## src/rtl/imem_boot_loader.sv

```systemverilog
// rtl/imem_boot_loader.sv - framed byte-stream loader for the instruction RAM
//
// Takes a framed, little-endian byte stream from the host link, assembles
// 32-bit words, and writes them into the instruction RAM. The processor is
// held in reset until the whole image is in RAM and its checksum matches.
//
// Frame: CNT_LO CNT_HI | N*4 payload bytes (LE words) | CSUM (sum of payload mod 256)
//
// Ports:
//   Clk         system clock, rising edge
//   Reset       asynchronous active-low reset
//   byte_valid  host presents a byte
//   byte_data   stream byte
//   byte_ready  loader can accept a byte (transfer = byte_valid && byte_ready)
//   im_we       instruction RAM write strobe, one-cycle pulse
//   im_addr     instruction RAM byte address
//   im_wd       instruction RAM write data
//   cpu_reset   active-high reset to the processor
//   boot_done   image loaded and verified (sticky)
//   boot_error  framing or checksum failure (sticky)

module imem_boot_loader #(
  parameter int unsigned DEPTH_WORDS = 64,
  parameter logic [31:0] BASE_ADDR   = 32'h0000_0000
) (
  input  logic        Clk,
  input  logic        Reset,
  input  logic        byte_valid,
  input  logic [7:0]  byte_data,
  output logic        byte_ready,
  output logic        im_we,
  output logic [31:0] im_addr,
  output logic [31:0] im_wd,
  output logic        cpu_reset,
  output logic        boot_done,
  output logic        boot_error
);

  typedef enum logic [2:0] {
    S_HDR0,
    S_HDR1,
    S_DATA,
    S_WRITE,
    S_CSUM,
    S_DONE,
    S_ERROR
  } state_t;

  // One extra bit so a header count of 0xFFFF compares correctly.
  localparam logic [16:0] DEPTH_LIMIT = 17'(DEPTH_WORDS);

  state_t      state;
  logic [7:0]  cnt_lo;
  logic [15:0] n_words;
  logic [15:0] word_idx;
  logic [1:0]  byte_idx;
  logic [31:0] word;
  logic [7:0]  csum;

  logic        xfer;
  logic [15:0] hdr_n;
  logic [31:0] word_next;

  // Decoded from registered state only; byte_valid never feeds back here.
  assign byte_ready = Reset && ((state == S_HDR0) || (state == S_HDR1) ||
                                (state == S_DATA) || (state == S_CSUM));
  assign xfer       = byte_valid && byte_ready;
  assign hdr_n      = {byte_data, cnt_lo};

  // Word with the incoming byte dropped into its lane; on the 4th byte this
  // is the complete word and goes straight to the write-data register.
  always_comb begin
    word_next = word;
    word_next[{byte_idx, 3'b000} +: 8] = byte_data;
  end

  always_ff @(posedge Clk or negedge Reset) begin
    if (!Reset) begin
      state      <= S_HDR0;
      cnt_lo     <= 8'd0;
      n_words    <= 16'd0;
      word_idx   <= 16'd0;
      byte_idx   <= 2'd0;
      word       <= 32'd0;
      csum       <= 8'd0;
      im_we      <= 1'b0;
      im_addr    <= BASE_ADDR;
      im_wd      <= 32'd0;
      cpu_reset  <= 1'b1;
      boot_done  <= 1'b0;
      boot_error <= 1'b0;
    end else begin
      case (state)
        S_HDR0: begin
          if (xfer) begin
            cnt_lo <= byte_data;
            state  <= S_HDR1;
          end
        end

        S_HDR1: begin
          if (xfer) begin
            n_words <= hdr_n;
            if ({1'b0, hdr_n} > DEPTH_LIMIT) begin
              state      <= S_ERROR;
              boot_error <= 1'b1;
            end else if (hdr_n == 16'd0) begin
              state <= S_CSUM;
            end else begin
              state <= S_DATA;
            end
          end
        end

        S_DATA: begin
          if (xfer) begin
            word     <= word_next;
            csum     <= csum + byte_data;
            byte_idx <= byte_idx + 2'd1;
            if (byte_idx == 2'd3) begin
              // Outputs are registered, so the strobe is high exactly while
              // the state is WRITE.
              im_we   <= 1'b1;
              im_wd   <= word_next;
              im_addr <= BASE_ADDR + {14'd0, word_idx, 2'b00};
              state   <= S_WRITE;
            end
          end
        end

        S_WRITE: begin
          im_we    <= 1'b0;
          word_idx <= word_idx + 16'd1;
          if ((word_idx + 16'd1) == n_words) begin
            state <= S_CSUM;
          end else begin
            state <= S_DATA;
          end
        end

        S_CSUM: begin
          if (xfer) begin
            if (byte_data == csum) begin
              state     <= S_DONE;
              cpu_reset <= 1'b0;
              boot_done <= 1'b1;
            end else begin
              state      <= S_ERROR;
              boot_error <= 1'b1;
            end
          end
        end

        S_DONE: begin
          state <= S_DONE;
        end

        S_ERROR: begin
          state <= S_ERROR;
        end

        default: begin
          state      <= S_ERROR;
          im_we      <= 1'b0;
          cpu_reset  <= 1'b1;
          boot_done  <= 1'b0;
          boot_error <= 1'b1;
        end
      endcase
    end
  end

endmodule

```

## config.mk

```make
export PLATFORM = sky130hd
export DESIGN_NAME = imem_boot_loader
export DESIGN_NICKNAME = d
export VERILOG_FILES = /design/src/rtl/imem_boot_loader.sv
export SDC_FILE = /design/constraint.sdc
export NUM_CORES = 1
export LEC_CHECK = 0
export BUFFER_PORTS_ARGS = -buffer_cell sky130_fd_sc_hd__buf_2
export CAP_MARGIN = 20
export CORE_MARGIN = 2
export CORE_UTILIZATION = 48
export DETAILED_ROUTE_END_ITERATION = 10
export PLACE_DENSITY = 0.68
export SLEW_MARGIN = 10
export SYNTH_ARGS = -nofsm -noshare
export SYNTH_HDL_FRONTEND = slang
export SYNTH_SLANG_ARGS = --single-unit
```

## constraint.sdc

```tcl
create_clock -name Clk -period 2.8 [get_ports Clk]
set_clock_uncertainty 0.05 [all_clocks]
set_input_delay 0.14 -clock Clk [delete_from_list [all_inputs] [get_ports Clk]]
set_output_delay 0.14 -clock Clk [all_outputs]
set_load 0.01 [all_outputs]
```

# ---- Word-level counts from Yosys, hierarchy flattened
# Cells that the tools add are included.
dict set report word_totals {
  out_inout_bits 69
  in_bits 11
  ff_bits 137
}
dict set report op_classes {
  muxes 25
  shift 2
  n_lt_le_gt_ge 1
  eq_ne 17
  bitwise 3
  reduce_logical 18
  add_sub_neg 4
}
# cell n
set ops {}
lappend ops {{bitwise mux 32 bit} 1}
lappend ops {{variable shift 8 x 7 -> 32 bit (first input constant)} 1}
lappend ops {{variable part select 8 x 7 -> 32 bit} 1}
lappend ops {{2-to-1 mux 3 bit} 8}
lappend ops {{one-hot mux 3 bit (6 select lines)} 1}
lappend ops {{adder 16 x 1 -> 16 bit (second input constant)} 1}
lappend ops {{== test 16 bit} 1}
lappend ops {{> comparator 16 x 7 -> 1 bit (second input constant)} 1}
lappend ops {{zero test 16 bit} 1}
lappend ops {{2-to-1 mux 1 bit} 10}
lappend ops {{!= test 2 bit (second input constant)} 5}
lappend ops {{AND reduction 5 bit} 2}
lappend ops {{OR reduction 5 bit} 2}
lappend ops {{== test 3 bit (second input constant)} 3}
lappend ops {{AND reduction 3 bit} 3}
lappend ops {{adder 8 bit} 1}
lappend ops {{== test 8 bit} 1}
lappend ops {{negator 5 -> 7 bit} 1}
lappend ops {{== test 3 x 2 -> 1 bit (second input constant)} 2}
lappend ops {{!= test 2 x 1 -> 1 bit (second input constant)} 3}
lappend ops {{one-hot mux 1 bit (2 select lines)} 3}
lappend ops {{AND reduction 2 bit} 3}
lappend ops {{OR reduction 6 bit} 1}
lappend ops {{== test 3 x 1 -> 1 bit (second input constant)} 1}
lappend ops {{other kinds (8)} 13}

# ---- Longest topological paths before layout
# Gate-level depths: netlist of run 1.
dict set report logic_depth {
  word_depth 8
  mapped_depth 10
  ltp_nobuf 10
}

# ---- Worst setup path before layout of run 1
# No wires, ideal clock.
dict set report synth_timing {
  kind {reg2reg}
  startpoint {register word_idx[0]}
  endpoint {register state[1]}
  setup_ns 0.126
  path_slack_ns 0.280
  t_arrival_ns 2.344
  path_buffers 1
  stages_incl_launch_ff 10
  path_cell_list {dfrtp_1 ha_1 buf_2 nand4_2 nor3_2 xor2_1 o221ai_1 o211ai_1 or4_1 a221o_1}
}
dict set report synth_via {
  elab_chain_len 4
}
# element line
set synth_rtl {}
lappend synth_rtl {{start, declared} 55} ;# logic [15:0] word_idx;
lappend synth_rtl {{start signal, assigned} 133} ;# word_idx <= word_idx + 16'd1;
lappend synth_rtl {{adder 16 x 1 -> 16 bit} 134} ;# if ((word_idx + 16'd1) == n_words) begin
lappend synth_rtl {{== test 16 bit} 134}
lappend synth_rtl {{2-to-1 mux 3 bit} 134}
lappend synth_rtl {{one-hot mux 3 bit (6 select lines)} 93} ;# case (state)
lappend synth_rtl {{end signal, assigned} 97} ;# state <= S_HDR1;
lappend synth_rtl {{end signal, assigned} 135} ;# state <= S_CSUM;
lappend synth_rtl {{end signal, assigned} 137} ;# state <= S_DATA;
lappend synth_rtl {{end, declared} 52} ;# state_t state;
# Every way passes these cells.
# A chain may end at the register's enable or synchronous reset.

# ---- Worst setup path in the final report of run 1
dict set report layout_timing {
  startpoint {register word_idx[1]}
  endpoint {register state[1]}
}
# Same word-level chain as after synthesis.

==> impl_metrics.yaml, run 1 <==
yosys:
  netlist_area_um2: 6710
  synth.most_common_cell: "dfrtp_1"
  synth.distinct_cells: 57
  yosysSeqAreaShare_pct: 51.1
  yosysWarnings: 0
  ys_ff_latch: 137
  synth_flop_cell: "dfrtp_1"
  synth_edf_count: 0
  avgSynthCellArea_um2: 10.5
  synth_top_area_cell: "dfrtp_1"
  syn-instance-count: 637
  synth_common_cells: "dfrtp_1 (136), nand2_1 (72), o21ai_0 (48)"
  synth_top_cell_area_share_pct: 50.7
  synthTopCellsByArea: "dfrtp_1 (51%), mux2_2 (6.4%), a22o_1 (4.2%), nand2_1 (4.0%), o21ai_0 (3.6%)"
  async_flop_share_pct: 100
drt:
  dr_total_vias: 4906
  wirelength_um: 15200
  via_per_inst: 5.49
  drc_errors: 0
  ant_nets: 0
  first_pass_iters: 5
  initialDrtViolationCount: 263
  detail_route.wl_per_cell_um: 17.0
clock_tree:
  cts_buffers: 17
  cts_buffer_depth: 2
  cts-root-buf: "clkbuf_16"
  clk_pin_slew_ns: 0.06
  cts_tree: "yes"
  clock_sinks: 137
  htree_levels: 4
  postCtsSetupBuffers: 0
  clk_latency_ns: 0.42
pwr:
  power.share.combinational_pct: 3.4
  ir_worst_vdd_uv: 378
  p_switching_uw: 974
  clockPowerShare_pct: 50.2
  power_density_nw_per_um2: 553
  finalPower_uw: 4320
  sequentialPowerShare_pct: 46.4
  p_leak_uw: 0.00382
  intPower_uw: 3340
  swShare_pct: 22.5
grt:
  grt_pass1_vias: 4666
  antenna_found_initial: 0
  grt_pass1_wl_um: 24700
  grt_overflow: 0
  grt_max_degree: 75
  track_usage_pct: 21.7
sta:
  max_freq_ghz: 0.381
  rsz0062_at_grt: "no"
  drv_slew: 0
  worstMarginPinSlew_ns: 0.907
  setup_violations: 0
  period_share_pct: 93.8
  slew_headroom_pct: 39.5
  finalSetupTns_ns: 0
  post-route-min-period_ns: 2.63
  final-hold-violation-count: 0
outcome:
  status: "completed"
finish:
  multi_input_area_um2: 3030
  seq_area_um2: 3430
  diodes: 0
  fillCellCount: 1207
  drive_above_1_share_pct: 24.0
  syn_to_final_growth_pct: 16.4
  nNetsFinal: 726
place:
  place_hpwl_um: 10200
  finalWeightedCongestion: 0.839
  port_buffers: 63
setup_path:
  path_cells: "ha_2, xor2_1, a211oi_1, o211ai_1, a2111oi_4, o2111ai_1, or4_1, a221o_1"
  max_stage_delay_ns: 0.46
  cp.required_ns: 3.05
  critPathArrivalTime_ns: 2.87
  cp_max_fo: 4
  cp-end-kind: "flip-flop"
  critPathLaunchType: "flip-flop"
  slowest_stage: "or4_1"
  worstSetupPathType: "flip-flop to flip-flop"
floorplan:
  die_h_um: 122
  initial_utilization_pct: 48.7
  std_cell_rows: 43
  core_um2: 13800
  pin_count: 80
  die_x_um: 122
  dieArea_um2: 14900
run:
  max_cap_viol_count: 0
min_path:
  hold_path.class: "input port to flip-flop"
## metal layers
layer	wire length (um)	vias to the layer above	GRT usage, %	share of wire [%]
met3	660	9	5.44	4.4
met2	6840	114	31.9	45
met4	116	0	6.03	0.76
met1	7560	2452	32.0	50
li1	-	2331	-	-
met5	0	-	0	0
## what timing repair did
action	in CTS	in global routing
endpoints found under the hold margin	62	0
gates resized for setup	0	6
hold buffers	1	0
setup endpoints to repair	0	1
## cell families after synthesis
kind of cell / synth area share [%]
and+or+nand+nor: 14.4
AOI/OAI and AO/OA: 14.4
DFF: 51.1
buffers and inverters: 4.96
xor gates and xnor gates: 5.61
muxes: 6.38
adders and majority gates: 3.06
other: 0.0559
## cells in the final DEF, fill, tap and decap left out, types with 3 or more instances in the layout
| cell | instances |
|---|---|
| nor2b_1 | 37 |
| nor4_1 | 7 |
| clkinv_2 | 3 |
| clkbuf_16 | 17 |
| nor3b_1 | 3 |
| and3_1 | 7 |
| a22o_1 | 32 |
| nor3_1 | 5 |
| o21ai_0 | 48 |
| xor2_1 | 18 |
| nand4_1 | 7 |
| clkinv_4 | 3 |
| nand3_1 | 7 |
| buf_4 | 21 |
| dfrtp_1 | 134 |
| xnor2_1 | 25 |
| o31ai_1 | 4 |
| inv_1 | 10 |
| nor2_1 | 16 |
| ha_1 | 13 |
| buf_2 | 62 |
| nand2b_1 | 3 |
| conb_1 | 16 |
| clkinvlp_4 | 4 |
| mux2_2 | 38 |
| o211ai_1 | 3 |
| a21oi_1 | 47 |
| a21o_1 | 6 |
| nand2_1 | 71 |
## power by group through the flow
| stage | registers [uW] | logic [uW] | clock network (uW) |
|---|---|---|---|
| 2_1_floorplan | 2040 | 82.7 | 0 |
| 3_3_place_gp | 2040 | 145 | 0 |
| 3_5_place_dp | 2040 | 149 | 0 |
| 4_1_cts | 2000 | 151 | 2210 |
| 5_1_grt | 2000 | 168 | 2310 |
| 6_report | 2000 | 149 | 2170 |
## registers in the layout, indices dropped and copies added (netlist names), 2 cells and up
register,flops
word,32
im_addr,16
csum,8
word_idx,16
n_words,16
cnt_lo,8
byte_idx,2
im_wd,32
state,3
## area by class of cell
class / instances / area share, %
repair buffers: 86 / 6.52
clock inverters: 14 / 1.91
clock buffers: 18 / 5.50
well taps: 180 / 2.88
flip-flops and latches: 137 / 44.0
inverters: 10 / 0.481
multi-input cells: 448 / 38.8
## per-stage QoR
stage          utilization [%]  hold slack (ns)  cells  instance area (um^2)  setup slack, ns
2_1_floorplan                -           -0.206    652                  6760            0.280
3_3_place_gp              52.2            0.313    860                  7200            0.177
3_5_place_dp              52.2            0.327    860                  7200            0.115
4_1_cts                   56.5           0.0500    893                  7780           0.0964
5_1_grt                   56.7           0.0935    893                  7810          0.00964
6_report                  56.7           0.0656    893                  7810            0.173
## worst max-delay path: cells and delay by family, from the launching register on
kind | cells | cell delay (ns)
AOI/OAI and AO/OA | 5 | 1.12
and+or+nand+nor | 1 | 0.46
DFF | 1 | 0.41
adders and majority gates | 1 | 0.31
xor gates and xnor gates | 1 | 0.16
## final timing paths
check / from / end / slack, ns / cells after the start
max: word_idx[1]$_DFFE_PN0P_ / state[1]$_DFFE_PN0P_ / 0.17 / 8
min: byte_data[0] / csum[0]$_DFFE_PN0P_ / 0.07 / 4
max reg2reg: word_idx[1]$_DFFE_PN0P_ / state[1]$_DFFE_PN0P_ / 0.17 / 8
min reg2reg: im_wd[9]$_DFFE_PN0P_ / im_wd[9]$_DFFE_PN0P_ / 0.42 / 2
max in group asynchronous: Reset / word_idx[2]$_DFFE_PN0P_ / 0.75 / 4
min in group asynchronous: Reset / boot_error$_DFFE_PN0P_ / 0.41 / 3
No activity file was read; power rests on OpenSTA's default activity.
==> run 2: changes to the inputs <==
--- a/config.mk
+++ b/config.mk
@@ -8,9 +8,9 @@
 export BUFFER_PORTS_ARGS = -buffer_cell sky130_fd_sc_hd__buf_2
 export CAP_MARGIN = 20
 export CORE_MARGIN = 2
-export CORE_UTILIZATION = 48
+export CORE_UTILIZATION = 55
 export DETAILED_ROUTE_END_ITERATION = 10
-export PLACE_DENSITY = 0.68
+export PLACE_DENSITY = 0.76
 export SLEW_MARGIN = 10
 export SYNTH_ARGS = -nofsm -noshare
 export SYNTH_HDL_FRONTEND = slang
==> run 2 against run 1 <==
Effect of this change: clock power is 3% higher; final cell count is 4.4% lower; total power is 1.7% higher; clock-buffer cell count is 4 higher; register-to-register slack worse by 0.03 ns; utilization is 8.0 points higher; first-iteration DRC count is 45% higher; largest cell class unchanged; final area is 0.87% lower.
==> impl_metrics.yaml, run 2 (synthesized netlist as in run 1, its figures left out) <==
grt:
  grt_pass1_vias: 4684
  track_usage_pct: 24.1
  met1_usage_pct: 35.8
  grt_use_met3_pct: 4.87
  grt_pass1_wl_um: 24400
  met2_usage_pct: 34.6
  antenna_found_initial: 0
  grt_max_degree: 76
  grt_overflow: 0
  busiest_layer: "met1"
clock_tree:
  cts_buffers: 17
  clock_sinks: 137
  htree_levels: 4
  cts_tree: "yes"
  cts_buffer_depth: 2
  cts-root-buf: "clkbuf_16"
  clk_pin_slew_ns: 0.06
  postCtsSetupBuffers: 0
  clk_latency_ns: 0.42
setup_path:
  r2r-start: "word_idx[1]$_DFFE_PN0P_"
  slowest_stage: "or4_1"
  r2r-end: "state[1]$_DFFE_PN0P_"
  r2r_cells: 8
  cp_max_fo: 4
  cp-end-kind: "flip-flop"
  cp.required_ns: 3.05
  path_cells: "ha_1, xor2_1, a211oi_1, o211ai_1, a2111oi_4, o2111ai_1, or4_1, a221o_1"
  critPathLaunchType: "flip-flop"
  max_stage_delay_ns: 0.46
  worstSetupPathType: "flip-flop to flip-flop"
  r2r_slack_ns: 0.14
  critPathArrivalTime_ns: 2.91
floorplan:
  dieArea_um2: 13100
  die_x_um: 114
  initial_utilization_pct: 56.1
  std_cell_rows: 40
  core_um2: 12000
  pin_count: 80
  die_h_um: 114
sta:
  slew_headroom_pct: 39.1
  post-route-min-period_ns: 2.66
  rsz0062_at_grt: "no"
  worstMarginPinSlew_ns: 0.914
  finalSetupTns_ns: 0
  setup_violations: 0
  period_share_pct: 94.8
  timing.final.ws_setup_ns: 0.144
  drv_slew: 0
  final-hold-violation-count: 0
  max_freq_ghz: 0.377
finish:
  layout_commonest_cell: "dfrtp_1"
  drive_above_1_share_pct: 22.9
  mostFrequentLayoutCells: "dfrtp_1 (135), nand2_1 (71), buf_2 (62)"
  largestRegisters: "im_wd (32), word (32)"
  fillCellCount: 934
  seq_area_um2: 3430
  syn_to_final_growth_pct: 15.4
  diodes: 0
  multi_input_area_um2: 3020
  nNetsFinal: 722
  post-route-util_pct: 64.7
min_path:
  hold_path_startpoint: "byte_data[6]"
  min_path_cells: 3
  holdPathEnd: "im_wd[30]$_DFFE_PN0P_"
  hold_path.class: "input port to flip-flop"
pwr:
  swShare_pct: 20.6
  p_switching_uw: 903
  power.share.combinational_pct: 3.3
  finalPower_uw: 4390
  power_density_nw_per_um2: 567
  intPower_uw: 3490
  p_leak_uw: 0.00382
  sequentialPowerShare_pct: 45.6
  clockPowerShare_pct: 51.1
  ir_worst_vdd_uv: 427
drt:
  dr_total_vias: 4909
  first_pass_iters: 5
  initialDrtViolationCount: 381
  via_per_inst: 5.75
  ant_nets: 0
  drc_errors: 0
  detail_route.wl_per_cell_um: 17.1
  wirelength_um: 14600
place:
  place_hpwl_um: 10000
  finalWeightedCongestion: 0.912
  port_buffers: 63
  dp_slack_ns: 0.108
outcome:
  status: "completed"
run:
  max_cap_viol_count: 0
## run 2: what timing repair did
item	in CTS	in global routing
resized for setup	0	3
hold buffers	1	0
endpoints found under the setup margin	0	1
endpoints found under the hold margin	61	0
## run 2: final cells by class
type                       count  share of cell area, %
clock inverter                 8                   1.55
clock buffer                  22                   6.13
tap                          147                   2.38
timing repair buffer          82                   6.19
multi-input combinational    448                   39.0
sequential                   137                   44.3
inverter                      10                  0.485
## run 2: routing by layer
layer  part of all wire [%]  wire, um
met3                    5.6       817
met2                     45      6640
met5                      0         0
met1                     48      6960
met4                    1.6       229
## run 2: how the worst max path moves through the flow
| stage | start | to | cells after the start | slack, ns |
|---|---|---|---|---|
| 2_1_floorplan | word_idx[0]$_DFFE_PN0P_ | state[1]$_DFFE_PN0P_ | 9 | 0.28 |
| 3_3_place_gp | word_idx[1]$_DFFE_PN0P_ | state[1]$_DFFE_PN0P_ | 8 | 0.17 |
| 3_5_place_dp | word_idx[2]$_DFFE_PN0P_ | state[1]$_DFFE_PN0P_ | 7 | 0.11 |
| 4_1_cts | word_idx[2]$_DFFE_PN0P_ | state[1]$_DFFE_PN0P_ | 7 | 0.10 |
| 5_1_grt | word_idx[1]$_DFFE_PN0P_ | state[1]$_DFFE_PN0P_ | 8 | 0.005 |
| 6_report | word_idx[1]$_DFFE_PN0P_ | state[1]$_DFFE_PN0P_ | 8 | 0.14 |
## run 2: worst max-delay path, delay by kind of cell (launching register included)
kind                       cells  cell delay [ns]
AOI/OAI and AO/OA              5             1.14
xor gates and xnor gates       1             0.17
adders and majority gates      1             0.31
DFF                            1             0.41
and+or+nand+nor                1             0.46
## run 2: power groups by stage
| stage | clock network, uW | registers (uW) | logic (uW) |
|---|---|---|---|
| 2_1_floorplan | 0 | 2040 | 82.7 |
| 3_3_place_gp | 0 | 2040 | 141 |
| 3_5_place_dp | 0 | 2040 | 144 |
| 4_1_cts | 2280 | 2000 | 146 |
| 5_1_grt | 2370 | 2000 | 162 |
| 6_report | 2240 | 2000 | 143 |
## run 2: metrics by stage
stage | instances | hold WS [ns] | instance area [um^2]
after floorplan | 652 | -0.206 | 6760
after global placement | 823 | 0.297 | 7120
after detailed placement | 823 | 0.314 | 7120
after CTS | 854 | 0.135 | 7730
after global routing | 854 | 0.149 | 7740
final | 854 | 0.152 | 7740
==> run 3: changes to the inputs <==
--- a/config.mk
+++ b/config.mk
@@ -7,7 +7,7 @@
 export LEC_CHECK = 0
 export BUFFER_PORTS_ARGS = -buffer_cell sky130_fd_sc_hd__buf_2
 export CAP_MARGIN = 20
-export CORE_MARGIN = 2
+export CORE_MARGIN = 10
 export CORE_UTILIZATION = 55
 export DETAILED_ROUTE_END_ITERATION = 10
 export PLACE_DENSITY = 0.76
==> run 3 against run 2 <==
Effect of this change: register-to-register slack is essentially flat; die area grew 30%; sequential share of layout area shrank 0.11 points; worst setup slack gained 0.0019 ns; fmax is essentially flat; non-clock buffer count grew 3; total power shrank 0.61%; global-route usage shrank 4.5 points; worst hold slack lost 0.098 ns; combinational power grew 3%; via count grew 0.41%; flip-flop and latch count is the same.
==> impl_metrics.yaml, run 3 (synthesized netlist as in run 1, its figures left out) <==
sta:
  max_freq_ghz: 0.377
  post-route-min-period_ns: 2.65
  worst_hold_slack_ns: 0.0538
  slew_headroom_pct: 39.6
  setup_violations: 0
  finalSetupTns_ns: 0
  period_share_pct: 94.8
  rsz0062_at_grt: "no"
  final-hold-violation-count: 0
  worstMarginPinSlew_ns: 0.898
  drv_slew: 0
drt:
  top_layer_used: "met4"
  ant_nets: 0
  drc_errors: 0
  wl_met2_um: 7240
  wirelength_met1_um: 7000
  dr_total_vias: 4929
  wirelength_um: 15600
  wl_met3_um: 1110
  initialDrtViolationCount: 379
  via_per_inst: 5.74
  first_pass_iters: 4
  detail_route.wl_per_cell_um: 18.2
setup_path:
  crit_start: "word_idx[2]$_DFFE_PN0P_"
  cp_top_family: "simple AND/OR/NAND/NOR gates"
  cp.depth: 7
  r2r_cells: 7
  cp-end-kind: "flip-flop"
  cp.required_ns: 3.05
  endpoint: "state[1]$_DFFE_PN0P_"
  r2r-start: "word_idx[2]$_DFFE_PN0P_"
  cp_max_fo: 9
  max_stage_delay_ns: 0.55
  critPathArrivalTime_ns: 2.91
  critPathLaunchType: "flip-flop"
  slowest_stage: "or4_1"
  worst-path-buf-inv: 0
  r2r_slack_ns: 0.15
  worstSetupPathType: "flip-flop to flip-flop"
  r2r-end: "state[1]$_DFFE_PN0P_"
  path_cells: "nand3_2, or2_4, nor3_1, xnor2_1, o211ai_1, or4_1, a221o_1"
finish:
  nNetsFinal: 725
  multi_input_area_um2: 3000
  design_area_um2: 7760
  drive_above_1_share_pct: 23.5
  fillCellCount: 940
  syn_to_final_growth_pct: 15.7
  diodes: 0
  largestRegisters: "im_wd (32), word (32)"
  seq_area_um2: 3430
  fin_cells: 858
  layout_commonest_cell: "dfrtp_1"
  mostFrequentLayoutCells: "dfrtp_1 (135), nand2_1 (71), buf_2 (62)"
  post-route-util_pct: 64.9
pwr:
  sequentialPowerShare_pct: 45.9
  power_density_nw_per_um2: 562
  clockPowerShare_pct: 50.7
  power.share.combinational_pct: 3.4
  p_switching_uw: 958
  ir_worst_vdd_uv: 339
  swShare_pct: 22.0
  p_leak_uw: 0.00381
  intPower_uw: 3400
grt:
  grt_pass1_wl_um: 26100
  grt_max_degree: 139
  grt_overflow: 0
  antenna_found_initial: 0
  track_usage_pct: 19.6
  grt_pass1_vias: 5083
floorplan:
  die_h_um: 130
  initial_utilization_pct: 56.1
  dieArea_um2: 17000
  pin_count: 80
  std_cell_rows: 40
  core_um2: 12000
  die_x_um: 130
clock_tree:
  postCtsSetupBuffers: 0
  clk_pin_slew_ns: 0.06
  cts-root-buf: "clkbuf_16"
  cts_tree: "yes"
  clock_sinks: 137
  cts_buffer_depth: 2
  cts_buffers: 17
  clk_latency_ns: 0.42
  htree_levels: 4
place:
  place_inst: 826
  placedInstanceArea_um2: 7160
  place_hpwl_um: 10600
  port_buffers: 63
  finalWeightedCongestion: 0.959
outcome:
  status: "completed"
run:
  max_cap_viol_count: 0
min_path:
  hold_path.class: "input port to flip-flop"
## run 3: cell count changes in the layout (fill, tap and decap cells not counted), sizes merged
cell and delta:
buf +3, bufinv -1, clkbuf -2, clkinv +2
clkinvlp +2
## run 3: final cells by class
type	count	share of cell area (%)
clock buffer	20	6.01
tap	147	2.37
sequential	137	44.2
multi-input combinational	448	38.7
inverter	10	0.484
timing repair buffer	85	6.63
clock inverter	11	1.58
## run 3: worst min-delay path by stage
| stage | from | endpoint | slack [ns] | depth (start not counted) |
|---|---|---|---|---|
| after global routing | byte_data[0] | csum[0]$_DFFE_PN0P_ | 0.08 | 4 |
| after global placement | Reset | n_words[4]$_DFFE_PN0P_ | 0.27 | 2 |
| final | byte_data[0] | csum[0]$_DFFE_PN0P_ | 0.05 | 4 |
| after detailed placement | Reset | cnt_lo[1]$_DFFE_PN0P_ | 0.28 | 2 |
| after floorplan | Reset | boot_done$_DFFE_PN0P_ | -0.21 | 0 |
| after CTS | byte_data[0] | csum[0]$_DFFE_PN0P_ | 0.04 | 4 |
## run 3: routing by layer
layer  global-route usage [%]  up-vias
met5                        0        -
met4                     7.59        0
met3                     5.48       22
met2                     30.2      148
met1                     25.7     2437
li1                         -     2322
## run 3: what timing repair did
item | in CTS | in global routing
hold endpoints to repair | 136 | 0
resized for setup | 0 | 1
hold buffers | 1 | 0
setup endpoints to repair | 0 | 1
## run 3: power by group through the flow
| stage | clock network (uW) | logic [uW] | registers, uW |
|---|---|---|---|
| finish | 2210 | 148 | 2000 |
| detailed placement | 0 | 148 | 2040 |
| global route | 2320 | 167 | 2000 |
| floorplan | 0 | 82.7 | 2040 |
| global placement | 0 | 144 | 2040 |
| CTS | 2240 | 150 | 2000 |
## run 3: through the flow
step	setup slack, ns	power (uW)
floorplan	0.280	2120
global placement	0.218	2180
detailed placement	0.161	2190
CTS	0.150	4390
global route	0.00579	4490
finish	0.146	4360
## run 3: tightest hold or removal path: stages
cell	delay [ns]
buf_2	0.10
ha_1	0.15
nand2_1	0.06
nand2_1	0.05
